$ cat config.mk
export PLATFORM = sky130hd
export DESIGN_NAME = da_share_sched
export DESIGN_NICKNAME = d
export VERILOG_FILES = /design/src/rtl/da_share_sched.sv
export SDC_FILE = /design/constraint.sdc
export NUM_CORES = 1
export LEC_CHECK = 0
export BUFFER_PORTS_ARGS = -buffer_cell sky130_fd_sc_hd__buf_4
export CAP_MARGIN = 25
export CORE_UTILIZATION = 52
export DETAILED_ROUTE_END_ITERATION = 8
export PLACE_DENSITY = 0.89
export SYNTH_ARGS = -nofsm -noshare
export SYNTH_HDL_FRONTEND = slang
export SYNTH_SLANG_ARGS = --single-unit
$ cat constraint.sdc
create_clock -name CLK_50M -period 2.25 [get_ports CLK_50M]
set_clock_uncertainty 0.2 [all_clocks]
set_input_delay 0.45 -clock CLK_50M [delete_from_list [all_inputs] [get_ports CLK_50M]]
set_output_delay 0.45 -clock CLK_50M [all_outputs]
set_load 0.02 [all_outputs]
$ cat src/rtl/da_share_sched.sv
// da_share_sched: shares one 10-bit DA serializer between two producers with req/ack handshakes,
// a minimum start-to-start interval and a busy watchdog. Define DA_FIXED_PRIO_EN for strict producer-0 priority.
module da_share_sched #(
   parameter int unsigned DATA_W  = 10,
   parameter int unsigned MIN_GAP = 1000,
   parameter int unsigned BUSY_TO = 16
) (
   input  logic              CLK_50M,
   input  logic              RST,
   input  logic              REQ0,
   input  logic [DATA_W-1:0] DATA0,
   output logic              ACK0,
   input  logic              REQ1,
   input  logic [DATA_W-1:0] DATA1,
   output logic              ACK1,
   output logic [DATA_W-1:0] DA_DATA,
   output logic              DA_START,
   input  logic              DA_BUSY,
   output logic              GRANT_ID,
   output logic              ERR
);

   localparam int unsigned GAP_W = $clog2(MIN_GAP);
   localparam int unsigned TO_W  = $clog2(BUSY_TO + 1);
   localparam logic [GAP_W-1:0] GAP_MAX = GAP_W'(MIN_GAP - 1);
   localparam logic [TO_W-1:0]  TO_MAX  = TO_W'(BUSY_TO - 1);

   typedef enum logic [1:0] {
      S_IDLE,
      S_ISSUE,
      S_WAIT_BUSY,
      S_WAIT_DONE
   } state_t;

   state_t            r_state;
   state_t            w_state_nxt;
   logic [GAP_W-1:0]  r_gap;
   logic [TO_W-1:0]   r_to;
   logic              r_start;
   logic              r_ack0;
   logic              r_ack1;
   logic              r_gid;
   logic              r_err;
   logic [DATA_W-1:0] r_data;
   logic              w_issue;
   logic              w_err_nxt;
   logic              w_sel;

`ifdef DA_FIXED_PRIO_EN
   assign w_sel = ~REQ0;
`else
   logic r_ptr;

   assign w_sel = (REQ0 & REQ1) ? r_ptr : REQ1;

   always_ff @(posedge CLK_50M or posedge RST) begin
      if (RST) begin
         r_ptr <= 1'b0;
      end else if (w_issue) begin
         r_ptr <= ~w_sel;
      end
   end
`endif

   always_ff @(posedge CLK_50M or posedge RST) begin
      if (RST) begin
         r_state <= S_IDLE;
      end else begin
         r_state <= w_state_nxt;
      end
   end

   always_comb begin
      w_state_nxt = r_state;
      w_issue     = 1'b0;
      w_err_nxt   = 1'b0;
      case (r_state)
         S_IDLE: begin
            if ((REQ0 | REQ1) && (r_gap == GAP_MAX)) begin
               w_issue     = 1'b1;
               w_state_nxt = S_ISSUE;
            end
         end
         S_ISSUE: w_state_nxt = S_WAIT_BUSY;
         S_WAIT_BUSY: begin
            if (DA_BUSY) begin
               w_state_nxt = S_WAIT_DONE;
            end else if (r_to == TO_MAX) begin
               w_err_nxt   = 1'b1;
               w_state_nxt = S_IDLE;
            end
         end
         S_WAIT_DONE: begin
            if (!DA_BUSY) begin
               w_state_nxt = S_IDLE;
            end
         end
         default: w_state_nxt = S_IDLE;
      endcase
   end

   // Both counters restart on the edge that enters ISSUE, so they read k during cycle start+k.
   always_ff @(posedge CLK_50M or posedge RST) begin
      if (RST) begin
         r_gap <= GAP_MAX;
         r_to  <= '0;
      end else if (w_issue) begin
         r_gap <= '0;
         r_to  <= '0;
      end else begin
         if (r_gap != GAP_MAX) begin
            r_gap <= r_gap + GAP_W'(1);
         end
         if (r_to != TO_MAX) begin
            r_to <= r_to + TO_W'(1);
         end
      end
   end

   always_ff @(posedge CLK_50M or posedge RST) begin
      if (RST) begin
         r_start <= 1'b0;
         r_ack0  <= 1'b0;
         r_ack1  <= 1'b0;
         r_err   <= 1'b0;
         r_gid   <= 1'b0;
         r_data  <= '0;
      end else begin
         r_start <= w_issue;
         r_ack0  <= w_issue & ~w_sel;
         r_ack1  <= w_issue & w_sel;
         r_err   <= w_err_nxt;
         if (w_issue) begin
            r_gid  <= w_sel;
            r_data <= w_sel ? DATA1 : DATA0;
         end
      end
   end

   assign DA_START = r_start;
   assign ACK0     = r_ack0;
   assign ACK1     = r_ack1;
   assign ERR      = r_err;
   assign GRANT_ID = r_gid;
   assign DA_DATA  = r_data;

endmodule

* Word-level counts from Yosys, hierarchy flattened
Index checks and enable logic that the tools add are counted.
** Storage, ports and cells
- Flip-flop bits (word level) :: 33
- Input port bits :: 25
- Output and inout bits :: 15
- Logic and storage cells :: 48
** Operators by class
- Add/sub/neg operators :: 2
- Equality and inequality tests :: 10
- Muxes and demuxes :: 16
- Bitwise operators :: 5
- Reduce and logical (&&, ||, !) cells :: 5
** Operators by type and width (count)
- two-way mux 10 bit :: 3
- adder 10 x 1 -> 10 bit (second input constant) :: 1
- equality test 10 bit (second input constant) :: 1
- two-way mux 5 bit :: 2
- != test 10 bit (second input constant) :: 1
- two-way mux 2 bit :: 4
- case mux 2 bit (4 select lines) :: 1
- two-way mux 1 bit :: 6
- adder 5 x 1 -> 5 bit (second input constant) :: 1
- equality test 5 x 4 -> 1 bit (second input constant) :: 1
- != test 5 x 4 -> 1 bit (second input constant) :: 1
- equality test 2 bit (second input constant) :: 2
- != test 2 bit (second input constant) :: 2
- nonzero test 2 bit :: 2
- bitwise AND 1 bit :: 3
- != test 3 bit (second input constant) :: 1
- AND reduction 3 bit :: 1
- equality test 2 x 1 -> 1 bit (second input constant) :: 1
- zero test 2 bit :: 1
- logical AND 1 bit :: 1
- inverter 1 bit :: 1
- OR 1 bit :: 1

* Logic depth before layout (Yosys ltp)
- Word-level depth :: 5
- Gate-level depth with buffers :: 7

* Least setup slack after synthesis
OpenSTA, ideal clock, no wires.
- Path kind :: reg2reg
- From :: reg r_gap[0]
- To :: reg r_data[0] (netlist: DA_DATA[0])
- Setup time :: 125 ps
- Arrival time :: 1751 ps
- Required time :: 1925 ps
- Setup slack :: 174 ps
- Cell stages (with the launch flop) :: 8
- Clock period less this slack :: 2076 ps
- Path through :: dfstp_2 ha_1 nand4bb_4 nor4_4 nand2_2 inv_2 buf_12 mux2_4
** On the way
- Word-level cells in the longest chain between the ends :: 4
** Ends and longest elaborated chain
- start, declared :: line 37 : logic [GAP_W-1:0] r_gap;
- start signal, assigned :: line 112 : r_gap <= r_gap + GAP_W'(1);
- equality test 10 bit :: line 79 : if ((REQ0 | REQ1) && (r_gap == GAP_MAX)) begin
- logical AND 1 bit :: line 79
- two-way mux 1 bit :: line 79
- two-way mux 1 bit :: line 77 : case (r_state)
- end signal, assigned :: line 135 : r_data <= w_sel ? DATA1 : DATA0;
- end, declared :: line 44 : logic [DATA_W-1:0] r_data;
No other way between the ends.
A chain may end at the register's enable or synchronous reset.

* Worst setup path in the final report
- From :: reg r_gap[0]
- To :: reg r_ptr
** On the way
- Word-level cells in the longest chain between the ends :: 4
** Ends and longest elaborated chain
- equality test 10 bit :: line 79
- logical AND 1 bit :: line 79
- two-way mux 1 bit :: line 79
- two-way mux 1 bit :: line 77
- end signal, assigned :: line 60 : r_ptr <= ~w_sel;
- end, declared :: line 52 : logic r_ptr;
No other way between the ends.

==> impl_metrics.py <==
metrics = {
    "min_path": {
        "worstHoldStart": "DA_BUSY",
        "timing.hold.worst.class": "in2reg",
    },
    "detailed_routing": {
        "via_density_per_instance": 5.564,
        "route.detailed.wl_per_inst_um": 15.59,
        "drt_pre_antenna_iters": 4,
        "drt-initial-drc-count": 26,
        "totalWireLength_um": 3398,
        "vias": 1213,
        "final_antenna_net_count": 0,
        "drc_violation_count_after_routing": 0,
    },
    "yosys": {
        "synthAdderAreaFrac": 0.02309,
        "ys_seq_area_frac": 0.5142,
        "synth_compound_area_frac": 0.04542,
        "simple_gate_portion_of_the_synthesized_area": 0.1601,
        "post_synth.cell_area_avg_sq_um": 11.86,
        "synth_flop_cell": "sky130_fd_sc_hd__dfrtp_1",
        "synth.lib_cells_used.distinct": 34,
        "post_synth_xor_area_fraction": 0.03772,
        "synth_cell_area_sq_um": 1625,
        "synth_top_cells_by_area": "sky130_fd_sc_hd__dfrtp_1 (38%), sky130_fd_sc_hd__dfstp_2 (13%), sky130_fd_sc_hd__mux2_4 (9.2%)",
        "yosysTopAreaCell": "sky130_fd_sc_hd__dfrtp_1",
        "yosysWarningCount": 0,
        "synth_top_family_by_area": "multiplexers",
        "synth_top_area_frac": 0.3849,
        "synth_enable_flop_cells": 0,
        "synth.area.mux_share": 0.1809,
        "syn-num-nets": 165,
        "number_of_standard_cells_after_synthesis": 137,
        "postSynth.asyncResetShare": 1.000,
        "synth.ff_latch_count": 33,
    },
    "floorplanning": {
        "die_height_um": 57.91,
        "initial_utilization": 0.5697,
        "num_rows": 19,
        "fp.dieArea_sq_um": 3353,
        "boundaryPins": 40,
        "design.core.area_sq_um": 2853,
        "chipWidth_um": 57.91,
    },
    "pwr": {
        "worst_ir_drop_vdd_v": 0.0003709,
        "cellPowerDensity_nw_per_um2": 554.3,
        "p_leak_nw": 0.9933,
    },
    "timing": {
        "f_max_ghz": 0.4661,
        "setup_viol": 0,
        "timing.hold.ws_ps": 83.60,
        "slew_viol_final": 0,
        "timing_worst_slew_pin_value_ps": 519.0,
        "max_slew_margin": 0.6514,
        "timing.final.crit_share": 0.9535,
        "rsz0062_at_grt": "no",
        "finalWorstPathRequiredPeriod_ps": 2145,
        "finalSetupTns_ps": 0,
        "hold_violations": 0,
    },
    "cts": {
        "number_of_buffers_created_by_cts": 5,
        "cts_max_level": 2,
        "postCtsSetupBuffers": 0,
        "numClockSinks": 33,
        "tritoncts": "built",
        "max-clock-path-buffers": 2,
        "clock_insertion_delay_worst_skew_ps": 350,
        "cts_root_buf": "sky130_fd_sc_hd__clkbuf_4",
        "cts.hold.buffers_added": 1,
        "path_clk_slew_ps": 100,
        "cts_resized": 0,
    },
    "global_routing": {
        "gr-total-overflow": 0,
        "grt_util_all_layers": 0.2267,
        "groute.layer.met2.usage": 0.3612,
        "groute.layer.met3.usage": 0.04911,
        "via_count_of_the_first_global_routing_pass": 1185,
        "grt_max_degree": 34,
        "use_met1": 0.2889,
        "gr-max-usage-layer": "met2",
        "grt_first_pass_wirelength_um": 5520,
        "antenna_found_initial": 0,
    },
    "critical_path": {
        "worstSetupPathType": "reg2reg",
        "critPathArrivalTime_ps": 2180,
        "cp_max_fo": 13,
        "slowest_stage": "sky130_fd_sc_hd__dfstp_2",
        "path_cells": "ha_1 > nand4bb_4 > nor4_4 > nand2_2 > inv_2 > buf_12 > mux2_4",
        "cp-end-kind": "register",
        "critical_path.startpoint_type": "register",
        "cp.required_ps": 2290,
        "critPathMaxStageDelay_ps": 580,
        "r2r_start": "r_gap[0]",
        "cp-startpoint": "r_gap[0]",
    },
    "finish": {
        "areaGrowthSynthToFinish_pct": 27.41,
        "nets": 214,
        "antenna_cells": 0,
        "final_core_util": 0.7259,
        "drive_gt1_frac": 0.4599,
        "filler_cell_count": 195,
        "final_cell_count_no_fill": 218,
    },
    "placement": {
        "detailedPlacementHpwl_um": 2410,
        "dp_cells": 209,
        "gp_congestion": 0.7762,
        "numPortBuffers": 39,
    },
    "job": {
        "cap_violations": 0,
    },
    "outcome": {
        "status": "complete, no violations",
    },
}
==> path summary, 6_finish.rpt <==
path / to / slack [ps] / cells after the start
hold / removal: ERR / 80 / 2
setup / recovery: r_ptr / 100 / 7
setup reg to reg: r_ptr / 100 / 7
max in group asynchronous: r_gap[9] / 970 / 4
hold reg to reg: r_to[4] / 320 / 2
min in group asynchronous: DA_DATA[4] / 540 / 4
==> cell type report <==
class | instances | area (sq um) | share of cell area
clock inverter | 1 | 5.005 | 0.002417
tap | 31 | 38.79 | 0.01873
timing repair buffer | 46 | 372.9 | 0.1801
sequential | 33 | 835.8 | 0.4036
clock buffer | 7 | 65.06 | 0.03142
multi-input combinational | 93 | 726.9 | 0.3511
inverter | 7 | 26.28 | 0.01269
==> per-stage QoR <==
stage	setup WS (ps)	area [sq um]	power (mW)
after floorplan	174.0	1625	0.7064
after global placement	193.7	1991	0.7602
after detailed placement	111.0	1991	0.7702
after CTS	91.48	2071	1.153
after global routing	23.82	2071	1.191
final	104.7	2071	1.148
==> cell usage after synthesis, types with 2 or more instances <==
master                    count
sky130_fd_sc_hd__nand4_1      2
sky130_fd_sc_hd__dfstp_2      8
sky130_fd_sc_hd__ha_1         3
sky130_fd_sc_hd__nand3_1      6
sky130_fd_sc_hd__dfrtp_1     25
sky130_fd_sc_hd__nor3_1       4
sky130_fd_sc_hd__xnor2_1      5
sky130_fd_sc_hd__mux2_4      10
sky130_fd_sc_hd__mux2_2      11
sky130_fd_sc_hd__o21ai_0      3
sky130_fd_sc_hd__xor2_1       2
sky130_fd_sc_hd__and3_1       2
sky130_fd_sc_hd__mux2i_1      2
sky130_fd_sc_hd__nor2_1      21
sky130_fd_sc_hd__nand2_1      7
sky130_fd_sc_hd__inv_1        6
sky130_fd_sc_hd__a21oi_1      3
==> flip-flops by register name, summed over array words and instances (netlist names) <==
| register | flops |
|---|---|
| r_ptr | 1 |
| r_gap | 10 |
| ERR | 1 |
| DA_DATA | 10 |
| GRANT_ID | 1 |
| r_to | 5 |
| r_state | 2 |
| ACK1 | 1 |
| ACK0 | 1 |
| DA_START | 1 |
==> critical path: cells and delay by family (launching register included) <==
kind / cells / cell delay (ps)
adder cells (fa/ha/maj): 1 / 220
buffers and inverters: 2 / 280
flip-flops: 1 / 580
multiplexers: 1 / 300
AND/OR/NAND/NOR: 3 / 460
==> where the power goes <==
group          total (mW)  switching, mW  leakage (nW)  internal, mW
clock               0.388          0.207        0.0413         0.181
combinational       0.118         0.0549         0.554        0.0635
sequential          0.641         0.0289         0.398         0.612
==> routing by layer <==
layer | wire length, um | vias to the layer above
met5 | 0 | -
met4 | 89 | 0
met3 | 142 | 11
met2 | 1665 | 41
met1 | 1500 | 593
li1 | - | 568
==> cell usage in the layout, fill, tap and decap left out <==
cell type and count:
sky130_fd_sc_hd__buf_4 43, sky130_fd_sc_hd__dfrtp_1 25, sky130_fd_sc_hd__nor2_1 21, sky130_fd_sc_hd__mux2_2 11
sky130_fd_sc_hd__mux2_4 10, sky130_fd_sc_hd__dfstp_2 8, sky130_fd_sc_hd__nand2_1 7, sky130_fd_sc_hd__nand3_1 6
sky130_fd_sc_hd__inv_1 6, sky130_fd_sc_hd__xnor2_1 5, sky130_fd_sc_hd__clkbuf_4 5, sky130_fd_sc_hd__nor3_1 4
sky130_fd_sc_hd__a21oi_1 3, sky130_fd_sc_hd__o21ai_0 3, sky130_fd_sc_hd__ha_1 3, sky130_fd_sc_hd__nand4_1 2
sky130_fd_sc_hd__mux2i_1 2, sky130_fd_sc_hd__and3_1 2, sky130_fd_sc_hd__xor2_1 2, sky130_fd_sc_hd__clkbuf_8 2
sky130_fd_sc_hd__buf_12 2, sky130_fd_sc_hd__nand4bb_4 1, sky130_fd_sc_hd__nor4_4 1, sky130_fd_sc_hd__nand2_2 1
sky130_fd_sc_hd__inv_2 1, sky130_fd_sc_hd__a211o_1 1, sky130_fd_sc_hd__o21ai_1 1, sky130_fd_sc_hd__o21bai_1 1
sky130_fd_sc_hd__a22o_1 1, sky130_fd_sc_hd__nor4bb_1 1, sky130_fd_sc_hd__nor2b_1 1, sky130_fd_sc_hd__nand4b_1 1
sky130_fd_sc_hd__a31oi_1 1, sky130_fd_sc_hd__a21o_1 1, sky130_fd_sc_hd__clkinv_2 1, sky130_fd_sc_hd__dlygate4sd3_1 1
==> kinds of logic (layout without fill, tap and decap cells) <==
group | Yosys count | after routing
XOR/XNOR | 7 | 7
multiplexers | 23 | 23
flip-flops | 33 | 33
adder cells (fa/ha/maj) | 3 | 3
AND/OR/NAND/NOR | 48 | 48
buffers and inverters | 11 | 61
AO/OA/AOI/OAI | 12 | 12
Note: power is estimated with default switching activity, not from simulation.
